## config.mk

```make
export PLATFORM = sky130hd
export DESIGN_NAME = uart_tx_byte_fifo
export DESIGN_NICKNAME = d
export VERILOG_FILES = /design/src/rtl/uart_tx_byte_fifo.sv
export SDC_FILE = /design/constraint.sdc
export NUM_CORES = 1
export LEC_CHECK = 0
export CORE_MARGIN = 5
export CORE_UTILIZATION = 45
export DETAILED_ROUTE_END_ITERATION = 8
export DONT_BUFFER_PORTS = 1
export GPL_TIMING_DRIVEN = 0
export SETUP_SLACK_MARGIN = 0.02
export SYNTH_ARGS = -nofsm -noshare
export SYNTH_HDL_FRONTEND = slang
export SYNTH_SLANG_ARGS = --single-unit
```

## constraint.sdc

```tcl
create_clock -name clk_i -period 3.95 [get_ports clk_i]
set_clock_uncertainty 0.15 [all_clocks]
set_input_delay 1.185 -clock clk_i [delete_from_list [all_inputs] [get_ports clk_i]]
set_output_delay 1.185 -clock clk_i [all_outputs]
set_load 0.02 [all_outputs]
```

## src/rtl/uart_tx_byte_fifo.sv

```systemverilog
// Byte FIFO feeding a UART transmit controller over its SEND/DATA/READY handshake.
// A byte is popped only when the controller is idle, and each pop gives exactly one SEND pulse.
//   state     | meaning
//   IDLE      | wait for a stored byte and READY high, then pop it
//   SEND      | SEND pulse is high and DATA is stable
//   WAIT_BUSY | wait for the controller to drop READY
//   WAIT_RDY  | wait for the controller to raise READY again
module uart_tx_byte_fifo #(
    parameter int DEPTH  = 16,
    parameter int ADDR_W = 4
) (
    input  logic              clk_i,
    input  logic              rst_n_i,
    input  logic              wr_en_i,
    input  logic [7:0]        wr_data_i,
    input  logic              flush_i,
    output logic              full_o,
    output logic              empty_o,
    output logic [ADDR_W:0]   count_o,
    output logic              overflow_o,
    input  logic              tx_ready_i,
    output logic              tx_send_o,
    output logic [7:0]        tx_data_o
);

    typedef enum logic [1:0] {IDLE, SEND, WAIT_BUSY, WAIT_RDY} state_t;

    localparam logic [ADDR_W:0] FULL_CNT = (ADDR_W+1)'(DEPTH);

    state_t              state_q, state_d;
    logic [ADDR_W-1:0]   wr_ptr_q, wr_ptr_d;
    logic [ADDR_W-1:0]   rd_ptr_q, rd_ptr_d;
    logic [ADDR_W:0]     count_q, count_d;
    logic                overflow_q, overflow_d;
    logic                tx_send_q, tx_send_d;
    logic [7:0]          tx_data_q, tx_data_d;
    logic [7:0]          mem_q [DEPTH];
    logic                push;
    logic                pop;

    assign full_o     = (count_q == FULL_CNT);
    assign empty_o    = (count_q == '0);
    assign count_o    = count_q;
    assign overflow_o = overflow_q;
    assign tx_send_o  = tx_send_q;
    assign tx_data_o  = tx_data_q;

    // FULL comes from the registered count, so a write while full is dropped even if a pop happens that cycle.
    assign push = wr_en_i && !full_o && !flush_i;

    always_comb begin
        state_d   = state_q;
        tx_send_d = 1'b0;
        tx_data_d = tx_data_q;
        pop       = 1'b0;
        case (state_q)
            IDLE: begin
                if (!empty_o && tx_ready_i && !flush_i) begin
                    pop       = 1'b1;
                    tx_send_d = 1'b1;
                    tx_data_d = mem_q[rd_ptr_q];
                    state_d   = SEND;
                end
            end
            SEND:      state_d = WAIT_BUSY;
            WAIT_BUSY: if (!tx_ready_i) state_d = WAIT_RDY;
            WAIT_RDY:  if (tx_ready_i) state_d = IDLE;
            default:   state_d = IDLE;
        endcase
    end

    always_comb begin
        wr_ptr_d   = wr_ptr_q;
        rd_ptr_d   = rd_ptr_q;
        count_d    = count_q;
        overflow_d = overflow_q;
        if (flush_i) begin
            wr_ptr_d   = '0;
            rd_ptr_d   = '0;
            count_d    = '0;
            overflow_d = 1'b0;
        end else begin
            if (push) wr_ptr_d = wr_ptr_q + ADDR_W'(1);
            if (pop)  rd_ptr_d = rd_ptr_q + ADDR_W'(1);
            if (push && !pop)      count_d = count_q + (ADDR_W+1)'(1);
            else if (!push && pop) count_d = count_q - (ADDR_W+1)'(1);
            if (wr_en_i && full_o) overflow_d = 1'b1;
        end
    end

    // Flush leaves the FSM and TX_DATA alone so a send already under way still completes.
    always_ff @(posedge clk_i or negedge rst_n_i) begin
        if (!rst_n_i) begin
            state_q    <= IDLE;
            wr_ptr_q   <= '0;
            rd_ptr_q   <= '0;
            count_q    <= '0;
            overflow_q <= 1'b0;
            tx_send_q  <= 1'b0;
            tx_data_q  <= 8'h00;
        end else begin
            state_q    <= state_d;
            wr_ptr_q   <= wr_ptr_d;
            rd_ptr_q   <= rd_ptr_d;
            count_q    <= count_d;
            overflow_q <= overflow_d;
            tx_send_q  <= tx_send_d;
            tx_data_q  <= tx_data_d;
        end
    end

    always_ff @(posedge clk_i) begin
        if (push) mem_q[wr_ptr_q] <= wr_data_i;
    end

endmodule
```

==> qor.csv <==
stage;metric;value;unit
run_status;status;finished, final reports clean;
cells_and_area;area_growth_syn_to_layout;13.66;%
cells_and_area;antenna_cells;0;
timing;worstMarginPinSlew;0.9589;ns
setup_path;crit_slowest_cell;or4_1;
synth;synthTopCellsByArea;edfxtp_1 (61%), mux4_2 (11%), dfrtp_1 (9.9%);
detailed_routing;drc_errors;0;
synth;ys_ff_latch;153;
setup_path;crit_path_cell_trace;or4_1 -> buf_4 -> o21ai_0 -> clkbuf_2 -> nand3_1 -> fa_1 -> a21o_1 -> a21oi_1 -> o2111ai_1 -> nand4_1;
detailed_routing;drt-initial-drc-count;248;
setup_path;cp.buffers_inverters;2;
setup_path;cp-end-kind;register;
floorplanning;core;13880;µm²
floorplanning;pin_count;30;
clock_network;postCtsHoldBufs;0;
timing;fin_setup_tns;0;ns
setup_path;start_kind;register;
synth;post-synth-top-area-cell;edfxtp_1;
synth;synth_cell_types;40;
timing;finalCriticalPeriod;3.514;ns
synth;synth_warnings;0;
power;vdd_drop_max;0.3649;mV
floorplanning;start_util;45.73;%
synth;syn_area_per_cell;18.08;µm²
timing;fmax;0.2846;GHz
detailed_routing;via_per_inst;5.597;
setup_path;worst-setup-path-type;register to register;
placement;portBuffers;0;
clock_network;cts_buffer_depth;2;
timing;hold_viol_final;0;
cells_and_area;fin_util;51.97;%
setup_path;max_stage_delay;0.57;ns
timing;rsz0062_at_grt;no;
floorplanning;die_y;128.8;µm
setup_path;cp.arrival;3.71;ns
setup_path;path_max_fanout;10;
synth;ys_seq_area_share;70.41;%
synth;syn-num-nets;378;
timing;final_max_slew_viol_count;0;
cells_and_area;fillers;1137;
placement;hpwl;8353;µm
clock_network;ctsResizeCount;0;
synth;syn-instance-count;351;
global_route;grt_pass1_vias;3468;
timing;hold_slack;0.3084;ns
synth;yosys.area.top_type_share;60.56;%
clock_network;clock-sinks;153;
placement;dpl_cell_area;6573;µm²
floorplanning;num_rows;43;
synth;ys.flop_type;edfxtp_1;
clock_network;clock_latency;0.42;ns
floorplanning;dieArea;16580;µm²
detailed_routing;wl_per_cell;22.70;µm
placement;routabilityCongestion;0.8069;
cells_and_area;fin_area;7214;µm²
cells_and_area;finalNetCount;397;
power;power_leakage;0.002443;µW
power;power.density_cell_area;607.3;nW/µm²
detailed_routing;drt_pre_antenna_iters;4;
global_route;overflow;0;
clock_network;cts_tree;yes;
setup_path;path_delay_family;simple AND/OR/NAND/NOR gates;
global_route;antenna_found_initial;0;
timing;period_share;88.97;%
floorplanning;die_x;128.8;µm
detailed_routing;routed_wl;12780;µm
clock_network;clk_pin_slew;0.06;ns
detailed_routing;vias;3151;
global_route;grt_usage;16.68;%
timing;slew_headroom;35.83;%
global_route;grt_max_degree;26;
detailed_routing;antenna_left;0;
job;maxCapViolCount;0;
setup_path;crit_required;4.15;ns
synth;synth-edff-count;128;
clock_network;cts_setup_buffers;0;
clock_network;cts-root-buf;clkbuf_16;
clock_network;numCtsBuffers;17;
clock_network;htreeDepth;4;
power;total_power;4381;µW
cells_and_area;drive_gt1_share;19.32;%
global_route;grt_pass1_wl;19860;µm
timing;setup_violations;0;
synth;async_flop_share;16.34;%
hold_path;worstHoldPathType;input port to asynchronous set/reset pin;
synth;syn_area;6347;µm²
-- metal layers --
metal  part of all wire (%)  wire length, µm  track usage (%)  up-vias
met5                      0                0                0        -
met4                    1.9              240            6.980        0
met3                    6.2              788            5.064       19
met2                     51             6530            27.56       82
met1                     41             5222            20.52     1629
li1                       -                -                -     1421
-- sequential cells by signal, indices dropped and copies added, names as in the netlist --
name / cells
tx_send_o: 1
wr_ptr_q: 4
overflow_o: 1
rd_ptr_q: 4
count_o: 5
tx_data_o: 8
state_q: 2
mem_q: 128
-- power breakdown --
part	switching [µW]	internal (µW)	total, µW	leakage, µW
sequential	175	1850	2020	0.00148
combinational	361	264	624	0.000655
clock	622	1110	1730	0.000307
total	1160	3220	4380	0.00244
-- final timing paths --
path | from | endpoint | slack [ns] | cells past startpoint
setup / recovery | count_o[1] | count_o[4] | 0.44 | 10
hold / removal | rst_n_i | tx_data_o[3] | 0.31 | 0
setup reg to reg | count_o[1] | count_o[4] | 0.44 | 10
hold reg to reg | state_q[1] | state_q[1] | 0.43 | 1
max in group asynchronous | rst_n_i | tx_data_o[5] | 3.26 | 0
min in group clk_i | state_q[1] | state_q[1] | 0.43 | 1
-- through the flow --
stage | worst slack [ns] | cells
6_report | 0.4357 | 563
5_1_grt | 0.2300 | 563
4_1_cts | 0.2322 | 563
3_5_place_dp | 0.2489 | 531
3_3_place_gp | 0.3549 | 531
2_1_floorplan | 0.7344 | 351
-- placed cells by master (no fill, tap or decap), drive strengths merged, types with 2 or more instances in the layout --
| cell | count |
|---|---|
| clkbuf | 30 |
| nand3 | 5 |
| o21ai | 5 |
| dfrtp | 25 |
| nor3 | 2 |
| nand2 | 18 |
| clkinvlp | 2 |
| mux2i | 20 |
| a21o | 2 |
| mux4 | 32 |
| o211ai | 2 |
| o221ai | 8 |
| a21oi | 5 |
| nor4 | 3 |
| buf | 8 |
| nor2 | 14 |
| o21a | 4 |
| nand4 | 3 |
| xnor2 | 2 |
| and2 | 13 |
| edfxtp | 128 |
| ha | 13 |
| mux2 | 3 |
| xor2 | 4 |
| inv | 13 |
| o2111ai | 2 |
| clkinv | 3 |
| bufinv | 4 |
-- cell usage after synthesis, types with 2 or more instances --
cell / instances
nand2_1: 18
and2_1: 13
mux2i_1: 20
nor2_1: 14
nand4_1: 3
o21ai_4: 2
ha_1: 13
nand3_1: 5
nor3_1: 2
buf_2: 4
nor4_1: 3
edfxtp_1: 128
o2111ai_1: 2
a21oi_1: 5
mux4_2: 32
o211ai_1: 2
mux2_2: 2
clkbuf_1: 8
buf_1: 3
o221ai_1: 8
a21o_1: 2
dfrtp_1: 25
o21ai_0: 3
inv_1: 12
xor2_1: 4
o21a_1: 4
-- final cells by class --
cell class / instances / area [µm²] / area share, %
Sequential cell: 153 / 4469 / 61.95
Clock buffer: 22 / 474.2 / 6.573
Buffer: 16 / 70.07 / 0.9712
Inverter: 12 / 45.04 / 0.6243
Clock inverter: 10 / 166.4 / 2.307
Multi-Input combinational cell: 170 / 1764 / 24.45
Tap cell: 180 / 225.2 / 3.122
-- logic make-up (layout without fill, tap and decap cells) --
| kind of cell | count (synthesis) | after routing | share of synthesized area (%) |
|---|---|---|---|
| AO/OA/AOI/OAI | 30 | 30 | 3.725 |
| XOR/XNOR | 6 | 6 | 0.9462 |
| adder cells (fa/ha/maj) | 14 | 14 | 2.878 |
| buffers and inverters | 28 | 60 | 1.794 |
| flip-flops | 153 | 153 | 70.41 |
| multiplexers | 55 | 55 | 15.10 |
| AND/OR/NAND/NOR | 65 | 65 | 5.145 |
-- worst register-to-register path, stage by stage, from the launching register on --
cell and delay [ns]:
dfrtp_1 0.53, or4_1 0.58, buf_4 0.19, o21ai_0 0.22, clkbuf_2 0.30, nand3_1 0.26, fa_1 0.48, a21o_1 0.22
a21oi_1 0.23, o2111ai_1 0.15, nand4_1 0.14
(Power assumes the default switching activity.)
